<file path="config.mk">
export PLATFORM = sky130hd
export DESIGN_NAME = dual_issue_ctrl
export DESIGN_NICKNAME = d
export VERILOG_FILES = /design/src/rtl/issue_pkg.sv /design/src/rtl/issue_fifo.sv /design/src/rtl/dual_issue_ctrl.sv
export SDC_FILE = /design/constraint.sdc
export NUM_CORES = 1
export LEC_CHECK = 0
export ABC_AREA = 1
export CAP_MARGIN = 20
export CORE_MARGIN = 1.5
export CORE_UTILIZATION = 40
export CTS_BUF_LIST = sky130_fd_sc_hd__clkbuf_8
export DETAILED_ROUTE_END_ITERATION = 6
export GPL_TIMING_DRIVEN = 0
export HOLD_SLACK_MARGIN = 0.12
export PLACE_DENSITY = 0.67
export SETUP_SLACK_MARGIN = 0.4
export SLEW_MARGIN = 10
export SYNTH_ARGS = -nofsm -noshare
export SYNTH_HDL_FRONTEND = slang
export SYNTH_SLANG_ARGS = --single-unit
</file>
<file path="constraint.sdc">
create_clock -name clk -period 24.9 [get_ports clk]
set_input_delay 7.47 -clock clk [delete_from_list [all_inputs] [get_ports clk]]
set_output_delay 7.47 -clock clk [all_outputs]
set_load 0.01 [all_outputs]
</file>
<file path="src/rtl/issue_pkg.sv">
// Shared types for the dual-issue controller: per-instruction control fields and issue geometry.
// The payload sits in a parallel array because its width is a module parameter.
package issue_pkg;

    localparam int ISSUE_WIDTH  = 2;
    localparam int SRC_PER_INST = 2;
    localparam int REG_W        = 5;

    typedef logic [REG_W-1:0] reg_idx_t;

    typedef struct packed {
        reg_idx_t                    rd;
        reg_idx_t [SRC_PER_INST-1:0] rs;
        logic                        pipe0_only;
    } issue_entry_t;

    function automatic logic [1:0] popcount2(input logic [1:0] v);
        return {1'b0, v[0]} + {1'b0, v[1]};
    endfunction

endpackage

</file>
<file path="src/rtl/issue_fifo.sv">
// DEPTH-entry circular instruction buffer, two writes and two reads per cycle,
// exposing the two oldest entries combinationally.
module issue_fifo
    import issue_pkg::*;
#(
    parameter int DEPTH     = 4,
    parameter int PAYLOAD_W = 64
) (
    input  logic                                  clk,
    input  logic                                  rst_n,
    input  logic                                  flush,
    input  logic [ISSUE_WIDTH-1:0]                push,
    input  issue_entry_t [ISSUE_WIDTH-1:0]        push_entry,
    input  logic [ISSUE_WIDTH-1:0][PAYLOAD_W-1:0] push_payload,
    input  logic [ISSUE_WIDTH-1:0]                pop,
    output logic                                  ready,
    output logic [$clog2(DEPTH):0]                count,
    output reg_idx_t                              head_rd,
    output reg_idx_t [SRC_PER_INST-1:0]           head_rs,
    output logic [PAYLOAD_W-1:0]                  head_payload,
    output issue_entry_t                          next,
    output logic [PAYLOAD_W-1:0]                  next_payload
);

    localparam int PTR_W = $clog2(DEPTH);
    localparam int CNT_W = PTR_W + 1;

    issue_entry_t         mem [DEPTH];
    logic [PAYLOAD_W-1:0] pay [DEPTH];
    logic [PTR_W-1:0]     wr_ptr;
    logic [PTR_W-1:0]     rd_ptr;
    logic [PTR_W-1:0]     wr_ptr1;
    logic [PTR_W-1:0]     rd_ptr1;
    logic [ISSUE_WIDTH-1:0] acc;
    logic [1:0]           enq_cnt;
    logic [1:0]           deq_cnt;

    // Acceptance uses only the registered count, so a full buffer never bypasses a same-cycle pop.
    assign ready   = count <= CNT_W'(DEPTH - 2);
    assign acc     = push & {ISSUE_WIDTH{ready && !flush}};
    assign enq_cnt = popcount2(acc);
    assign deq_cnt = popcount2(pop);
    assign wr_ptr1 = wr_ptr + PTR_W'(1);
    assign rd_ptr1 = rd_ptr + PTR_W'(1);

    assign head_rd      = mem[rd_ptr].rd;
    assign head_rs      = mem[rd_ptr].rs;
    assign head_payload = pay[rd_ptr];
    assign next         = mem[rd_ptr1];
    assign next_payload = pay[rd_ptr1];

    always_ff @(posedge clk) begin
        if (!rst_n) begin
            count  <= '0;
            wr_ptr <= '0;
            rd_ptr <= '0;
            for (int i = 0; i < DEPTH; i++) begin
                mem[i] <= '0;
                pay[i] <= '0;
            end
        end else if (flush) begin
            count  <= '0;
            wr_ptr <= '0;
            rd_ptr <= '0;
        end else begin
            if (acc[0]) begin
                mem[wr_ptr] <= push_entry[0];
                pay[wr_ptr] <= push_payload[0];
            end
            if (acc[1]) begin
                mem[wr_ptr1] <= push_entry[1];
                pay[wr_ptr1] <= push_payload[1];
            end
            wr_ptr <= wr_ptr + PTR_W'(enq_cnt);
            rd_ptr <= rd_ptr + PTR_W'(deq_cnt);
            count  <= count + CNT_W'(enq_cnt) - CNT_W'(deq_cnt);
        end
    end

endmodule

</file>
<file path="src/rtl/dual_issue_ctrl.sv">
// In-order dual-issue controller: buffers decoded instructions, checks scoreboard readiness
// and intra-pair hazards, and registers the issued pair for the execute stage.
module dual_issue_ctrl
    import issue_pkg::*;
#(
    parameter int PAYLOAD_W = 64,
    parameter int DEPTH     = 4
) (
    input  logic                                                clk,
    input  logic                                                rst_n,
    input  logic                                                flush_i,
    input  logic [ISSUE_WIDTH-1:0]                              in_valid_i,
    output logic                                                in_ready_o,
    input  logic [ISSUE_WIDTH-1:0][REG_W-1:0]                   in_rd_i,
    input  logic [ISSUE_WIDTH-1:0][SRC_PER_INST-1:0][REG_W-1:0] in_rs_i,
    input  logic [ISSUE_WIDTH-1:0]                              in_pipe0_only_i,
    input  logic [ISSUE_WIDTH-1:0][PAYLOAD_W-1:0]               in_payload_i,
    input  logic                                                sb_ready_i,
    output logic [3:0][REG_W-1:0]                               sb_r_addr_o,
    input  logic [3:0]                                          sb_r_valid_i,
    input  logic [3:0][3:0]                                     sb_r_id_i,
    output logic [ISSUE_WIDTH-1:0][REG_W-1:0]                   sb_w_addr_o,
    output logic [ISSUE_WIDTH-1:0]                              sb_is_o,
    input  logic [4:0]                                          sb_w_id_i,
    input  logic                                                out_ready_i,
    output logic [ISSUE_WIDTH-1:0]                              out_valid_o,
    output logic [ISSUE_WIDTH-1:0][PAYLOAD_W-1:0]               out_payload_o,
    output logic [3:0][3:0]                                     out_r_id_o,
    output logic [4:0]                                          out_w_id_o,
    output logic [ISSUE_WIDTH-1:0][REG_W-1:0]                   out_rd_o
);

    localparam int CNT_W = $clog2(DEPTH) + 1;

    issue_entry_t [ISSUE_WIDTH-1:0] push_entry;
    logic [CNT_W-1:0]               count;
    reg_idx_t                       head_rd;
    reg_idx_t [SRC_PER_INST-1:0]    head_rs;
    logic [PAYLOAD_W-1:0]           head_payload;
    issue_entry_t                   next;
    logic [PAYLOAD_W-1:0]           next_payload;
    logic                           out_free;
    logic                           raw;
    logic                           waw;
    logic                           can0;
    logic                           can1;

    always_comb begin
        for (int s = 0; s < ISSUE_WIDTH; s++) begin
            push_entry[s].rd         = in_rd_i[s];
            push_entry[s].rs         = in_rs_i[s];
            push_entry[s].pipe0_only = in_pipe0_only_i[s];
        end
    end

    issue_fifo #(
        .DEPTH     (DEPTH),
        .PAYLOAD_W (PAYLOAD_W)
    ) u_fifo (
        .clk          (clk),
        .rst_n        (rst_n),
        .flush        (flush_i),
        .push         (in_valid_i),
        .push_entry   (push_entry),
        .push_payload (in_payload_i),
        .pop          (sb_is_o),
        .ready        (in_ready_o),
        .count        (count),
        .head_rd      (head_rd),
        .head_rs      (head_rs),
        .head_payload (head_payload),
        .next         (next),
        .next_payload (next_payload)
    );

    assign sb_r_addr_o = {next.rs[1], next.rs[0], head_rs[1], head_rs[0]};
    assign sb_w_addr_o = {next.rd, head_rd};

    // Register 0 never creates a dependency, so a zero head.rd disables both pair hazards.
    assign raw = (head_rd != '0) && ((head_rd == next.rs[0]) || (head_rd == next.rs[1]));
    assign waw = (head_rd != '0) && (head_rd == next.rd);

    assign out_free = !(|out_valid_o) || out_ready_i;
    assign can0     = (count != '0) && sb_ready_i && out_free && !flush_i
                      && sb_r_valid_i[0] && sb_r_valid_i[1];
    assign can1     = can0 && (count >= CNT_W'(2)) && sb_r_valid_i[2] && sb_r_valid_i[3]
                      && !next.pipe0_only && !raw && !waw;
    assign sb_is_o  = {can1, can0};

    // Execute-stage input register.
    always_ff @(posedge clk) begin
        if (!rst_n) begin
            out_valid_o   <= '0;
            out_payload_o <= '0;
            out_r_id_o    <= '0;
            out_w_id_o    <= '0;
            out_rd_o      <= '0;
        end else if (flush_i) begin
            out_valid_o <= '0;
        end else if (can0) begin
            out_valid_o   <= {can1, 1'b1};
            out_payload_o <= {next_payload, head_payload};
            out_rd_o      <= {next.rd, head_rd};
            out_r_id_o    <= sb_r_id_i;
            out_w_id_o    <= sb_w_id_i;
        end else if (out_ready_i) begin
            out_valid_o <= '0;
        end
    end

endmodule

</file>
==> results of run 1 <==
[flip-flops by register name, indices dropped and copies added (netlist names)]
| name | count |
|---|---|
| u_fifo.pay | 256 |
| out_payload_o | 128 |
| u_fifo.mem | 64 |
| out_r_id_o | 16 |
| out_rd_o | 10 |
| out_w_id_o | 5 |
| u_fifo.count | 3 |
| out_valid_o | 2 |
| u_fifo.rd_ptr | 2 |
| u_fifo.wr_ptr | 2 |
[power by group]
group	total (mW)	switching [mW]	internal [mW]
logic	0.183	0.109	0.0747
registers	0.920	0.0182	0.901
clock network	0.723	0.357	0.366
total	1.83	0.484	1.34
[layout make-up]
| class | instances | area, um^2 |
|---|---|---|
| clock inverter | 56 | 249 |
| inverter | 315 | 1180 |
| buffer | 224 | 1150 |
| fill | 5268 | 27700 |
| sequential | 488 | 13000 |
| tap | 765 | 957 |
| timing repair buffer | 402 | 4070 |
| multi-input combinational | 1627 | 8390 |
| antenna | 3 | 7.51 |
| clock buffer | 100 | 1380 |
[placed cells by master (no fill, tap or decap), drive strengths merged, types with 11 or more instances in the layout]
master,synthesis,final
nand2,364,364
a211oi,12,12
nor2,77,77
a21oi,160,160
inv,315,347
buf,148,165
nor3,11,11
clkbuf,76,176
o22ai,245,245
a31oi,112,112
dfxtp,168,168
a22oi,54,54
o21ai,457,457
clkdlybuf4s50,0,385
clkinv,0,22
nand3,117,117
edfxtp,320,320
[stage by stage]
step                      hold WS (ns)  power [mW]  cell area, um^2  std cells  setup WS (ns)
after global routing             0.481        1.88            30300       3978           6.56
after CTS                        0.467        1.82            30300       3977           6.72
after floorplan                  0.475        1.02            23700       2654           7.29
after global placement           0.453        1.11            28500       3804          -2.51
final                            0.464        1.83            30400       3980           6.68
after detailed placement         0.457        1.11            28700       3821           6.73
[cell families after synthesis]
logic type	share of synthesized area [%]
fa+ha+maj	0.487
buf+inv	9.86
xor+xnor	0.111
compound gates	24.6
flops	54.8
simple gates	10.1
[worst max path at each step]
stage          startpoint                end  slack [ns]  cells past startpoint
2_1_floorplan     flush_i   u_fifo.mem[3][0]        7.29                      3
3_3_place_gp      flush_i  u_fifo.pay[3][47]       -2.51                      4
3_5_place_dp      flush_i         sb_is_o[1]        6.73                     11
4_1_cts           flush_i         sb_is_o[1]        6.72                     11
5_1_grt           flush_i         sb_is_o[1]        6.56                     11
6_report          flush_i         sb_is_o[1]        6.68                     11
[worst register-to-register path: cells and delay by family (launching register included)]
| kind | cells | cell delay, ns |
|---|---|---|
| and+or+nand+nor | 5 | 1.05 |
| buffers and inverters | 4 | 0.91 |
| DFF | 1 | 0.39 |
| AOI/OAI and AO/OA | 2 | 0.55 |
| adders and majority gates | 4 | 1.20 |
| xor gates and xnor gates | 1 | 0.15 |
[cell usage after synthesis (3+ instances only)]
library cell and count:
buf_2 103, a22oi_1 54, buf_4 23, a21oi_1 159
o21ai_0 441, buf_6 12, a31oi_1 112, o22ai_1 245
inv_2 3, clkbuf_1 75, or2_2 3, ha_1 6
nand2_2 5, nor3_1 11, nor2_1 77, edfxtp_1 320
nand3_1 115, dfxtp_1 168, o21ai_1 16, xnor2_1 3
nand2_1 358, inv_1 311, a211oi_1 12, buf_1 10
[layer usage]
layer	up-vias	wire [um]	global-route usage, %	part of all wire (%)
li1	10462	-	-	-
met1	11270	37900	40.8	38
met2	1635	45500	50.4	45
met3	297	11400	7.49	11
met4	0	5540	19.0	5.5
met5	-	0	0	0
==> flow_metrics.env, run 1 <==
export IMPL_run_status="completed"
export IMPL_cp_top_family="buffers and inverters"
export IMPL_grt_pass1_wl_um=145000
export IMPL_period_share_pct=73.2
export IMPL_maxCapViolations=0
export IMPL_drive_gt1_share_pct=9.18
export IMPL_cts_buffers=84
export IMPL_tns_ns=0
export IMPL_vias=23664
export IMPL_syn_area_per_cell_um2=8.91
export IMPL_num_io_pins=386
export IMPL_synthFlopType="edfxtp_1"
export IMPL_endpoint_kind="output pin"
export IMPL_holdBufCountCts=0
export IMPL_drt_pass1_iterations=6
export IMPL_finalSetupViolCount=0
export IMPL_synth_edf_count=320
export IMPL_max_slew_margin_pct=33.7
export IMPL_die_w_um=246
export IMPL_drc_errors=0
export IMPL_die_area_um2=60600
export IMPL_grt_pass1_vias=23212
export IMPL_slew_violations=0
export IMPL_worstHoldPathCells=2
export IMPL_area_growth_pct=28.3
export IMPL_cts_tree="done"
export IMPL_grt_setup_unrepaired="false"
export IMPL_gp_congestion=0.924
export IMPL_die_y_um=246
export IMPL_core_area_um2=58000
export IMPL_numClockSinks=488
export IMPL_ys_seq_elements=488
export IMPL_synthArstFlopShare_pct=0
export IMPL_ir_drop_v=0.0000358
export IMPL_utilization_pct=52.3
export IMPL_leakage_nw=11.8
export IMPL_syn_num_nets=2854
export IMPL_ys_seq_area_share_pct=54.8
export IMPL_start_util_pct=40.8
export IMPL_synth_top_area_share_pct=40.6
export IMPL_drtIter0Drc=3125
export IMPL_ys_types=35
export IMPL_dpl_hpwl_um=69500
export IMPL_rr_startpoint="u_fifo.count[1]"
export IMPL_critical_path_max_stage_delay_ns=0.52
export IMPL_worst_slew_pin_slew_ns=0.992
export IMPL_cp_required_ns=17.43
export IMPL_yosysTopAreaCell="edfxtp_1"
export IMPL_ys_warn_count=0
export IMPL_ant_nets=0
export IMPL_slowest_stage="clkdlybuf4s50_1"
export IMPL_htree_levels=3
export IMPL_holdCritStartpoint="out_r_id_o[1]"
export IMPL_hold_viol=0
export IMPL_portBuffers=385
export IMPL_critPathKind="in2out"
export IMPL_fp_row_count=88
export IMPL_cts_resized=0
export IMPL_pwr_density_cell_nw_per_um2=60.2
export IMPL_critPathArrivalTime_ns=10.75
export IMPL_root_buffer="clkbuf_8"
export IMPL_clk_pin_slew_worst_paths_ns=0.06
export IMPL_antenna_found_initial=1
export IMPL_routed_wirelength_um=100000
export IMPL_track_usage_pct=32.3
export IMPL_synthesis_area_um2=23700
export IMPL_layout_min_cycle_time_ns=18.22
export IMPL_r2r_cells=16
export IMPL_path_buf_inv=6
export IMPL_cp_max_fo=10
export IMPL_via_per_inst=5.95
export IMPL_holdCritPathClass="reg2reg"
export IMPL_reg2reg_slack_ns=20.56
export IMPL_grt_overflow=0
export IMPL_fmax_ghz=0.0549
export IMPL_syn_inst=2654
export IMPL_clockBufferDepth=3
export IMPL_clock_latency_ns=0.70
export IMPL_nets=3342
export IMPL_hold_end="out_r_id_o[1]"
export IMPL_reg2reg_to="u_fifo.count[2]"
export IMPL_grt_max_degree=45
export IMPL_cp_start_kind="primary input"
export IMPL_crit_path_cell_trace="clkdlybuf4s50_1 -> inv_2 -> nand2_1 -> nor2_1 -> nand3_2 -> inv_2 -> clkbuf_1 -> nand3_1 -> a21oi_1 -> buf_4 -> clkdlybuf4s50_1"
export IMPL_yosys_top_cells_area="edfxtp_1 41%, dfxtp_1 14%, o21ai_0 9.3%"
export IMPL_cts_setup_buffers=0
export IMPL_wl_per_cell_um=25.2
export IMPL_finClkSkew_ns=0.0453
Power figures use the tool's default switching activity.
==> run 2, diff against run 1 <==
Settings changed: PLACE_DENSITY 0.67 to 0.69.
Clock period 24.9 ns to 16.2 ns, I/O delays scaled along.
==> run 2 against run 1 <==
  * The flow now finishes with violations (DRC)
  * Via count grew 1.6%
  * Count of clock-buffer cells in the layout is the same
  * Core utilization grew 0.13 points
  * Critical path depth is the same
  * Hold slack lost 0.0019 ns
  * Cell count is essentially flat
  * Cell area grew 0.25%
  * Wire length grew 0.40%
  * Clock skew shrank 0.013 ns
  * Combinational power grew 55%
  * Power grew 56%
  * Register-to-register slack lost 8.6 ns
  * Largest power group unchanged
  * Highest routed layer is now met5
==> flow_metrics.env, run 2 (synthesized netlist as in run 1, its figures left out) <==
export IMPL_cp_start_kind="primary input"
export IMPL_ant_nets=0
export IMPL_die_w_um=246
export IMPL_fillers=5287
export IMPL_root_buffer="clkbuf_8"
export IMPL_final_common_cell="o21ai_0"
export IMPL_reg2reg_slack_ns=12.00
export IMPL_via_per_inst=6.04
export IMPL_regMostFlops="u_fifo.pay"
export IMPL_busiest_layer="met2"
export IMPL_grt_overflow=0
export IMPL_place_area_um2=28700
export IMPL_cp_max_fo=10
export IMPL_place_ws_ns=3.32
export IMPL_clockBufferDepth=3
export IMPL_maxCapViolations=0
export IMPL_grt_pass1_wl_um=145000
export IMPL_critPathArrivalTime_ns=8.04
export IMPL_die_y_um=246
export IMPL_finClkSkew_ns=0.0325
export IMPL_grtUsageMet2_pct=50.1
export IMPL_vias=24040
export IMPL_endpoint_kind="output pin"
export IMPL_max_slew_margin_pct=38.8
export IMPL_portBuffers=385
export IMPL_utilization_pct=52.4
export IMPL_largest_register_ff_count=256
export IMPL_die_area_um2=60600
export IMPL_drt_pass1_iterations=7
export IMPL_finalSetupViolCount=0
export IMPL_ir_drop_v=0.0000518
export IMPL_tns_ns=0
export IMPL_drc_errors=1
export IMPL_design_area_um2=30400
export IMPL_num_io_pins=386
export IMPL_drtIter0Drc=3404
export IMPL_leakage_nw=11.8
export IMPL_drive_gt1_share_pct=9.41
export IMPL_run_status="finished, violations left"
export IMPL_fmax_ghz=0.0775
export IMPL_grtUsageMet3_pct=7.75
export IMPL_clk_pin_slew_worst_paths_ns=0.06
export IMPL_fin_ws_ns=3.30
export IMPL_gp_congestion=0.940
export IMPL_clock_latency_ns=0.70
export IMPL_cts_resized=0
export IMPL_layout_min_cycle_time_ns=12.90
export IMPL_htree_levels=3
export IMPL_grt_setup_unrepaired="false"
export IMPL_grt_max_degree=43
export IMPL_fp_row_count=88
export IMPL_critPathKind="in2out"
export IMPL_holdCritPathClass="reg2reg"
export IMPL_wl_per_cell_um=25.3
export IMPL_area_growth_pct=28.7
export IMPL_violations="DRC"
export IMPL_cts_buffers=83
export IMPL_cts_tree="done"
export IMPL_hold_viol=0
export IMPL_reg_largest_list="u_fifo.pay (256), out_payload_o (128), u_fifo.mem (64)"
export IMPL_cp_required_ns=11.34
export IMPL_instances_no_fill=3978
export IMPL_dpl_hpwl_um=69900
export IMPL_antenna_found_initial=6
export IMPL_routed_wirelength_um=101000
export IMPL_numClockSinks=488
export IMPL_nets=3340
export IMPL_pwr_density_cell_nw_per_um2=93.4
export IMPL_worst_slew_pin_slew_ns=0.915
export IMPL_dp_cells=3820
export IMPL_start_util_pct=40.8
export IMPL_holdBufCountCts=0
export IMPL_use_met1_pct=40.6
export IMPL_track_usage_pct=32.3
export IMPL_period_share_pct=79.6
export IMPL_slew_violations=0
export IMPL_final_cell_mix="441 x o21ai_0, 385 x clkdlybuf4s50_1, 358 x nand2_1"
export IMPL_core_area_um2=58000
export IMPL_cts_setup_buffers=0
export IMPL_grt_pass1_vias=23193
run 2: cell count changes in the layout (fill, tap and decap cells not counted):
cell and change:
inv_6 -2, inv_8 +1, buf_12 +3, buf_4 -3, clkinvlp_4 +1, inv_1 -9, clkinv_2 +5, buf_16 -2
buf_6 +1, bufinv_16 +3
run 2: path summary, 6_finish.rpt:
check,cells after the start,end,startpoint
worst min register to register,2,out_r_id_o[2],out_r_id_o[2]
worst max-delay path,11,sb_is_o[1],flush_i
worst min-delay path,2,out_r_id_o[2],out_r_id_o[2]
worst max register to register,16,u_fifo.count[2],u_fifo.count[1]
run 2: where the power goes:
part           switching, mW  total, mW  internal [mW]  leakage (nW)
combinational          0.168      0.283          0.115          6.16
sequential            0.0278       1.41           1.39          4.68
clock                  0.533       1.15          0.612         0.963
total                  0.730       2.84           2.11          11.8
run 2: metal layers:
| layer | wire, um | up-vias |
|---|---|---|
| li1 | - | 10466 |
| met1 | 36900 | 11296 |
| met2 | 45400 | 1904 |
| met3 | 12300 | 368 |
| met4 | 6140 | 6 |
| met5 | 40 | - |
run 2: layout make-up:
class                   count  area, um^2  area share [%]
flip-flops and latches    488       13000            42.6
multi-input cells        1627        8390            27.6
repair buffers            401        4060            13.3
clock buffers             100        1380            4.52
inverters                 315        1180            3.89
plain buffers             224        1150            3.77
well taps                 765         957            3.15
clock inverters            55         332            1.09
diodes                      3        7.51          0.0247
run 2: per-stage QoR:
stage          hold WS (ns)  power, mW
2_1_floorplan         0.475       1.57
3_3_place_gp          0.454       1.71
3_5_place_dp          0.457       1.71
4_1_cts               0.467       2.84
5_1_grt               0.484       2.92
6_report              0.462       2.84
run 2: critical path, stage by stage:
cell	delay, ns
clkdlybuf4s50_1	0.42
inv_2	0.12
nand2_1	0.07
nor2_1	0.20
nand3_2	0.35
inv_2	0.32
clkbuf_1	0.39
nand3_1	0.19
a21oi_1	0.40
buf_4	0.18
clkdlybuf4s50_1	0.52
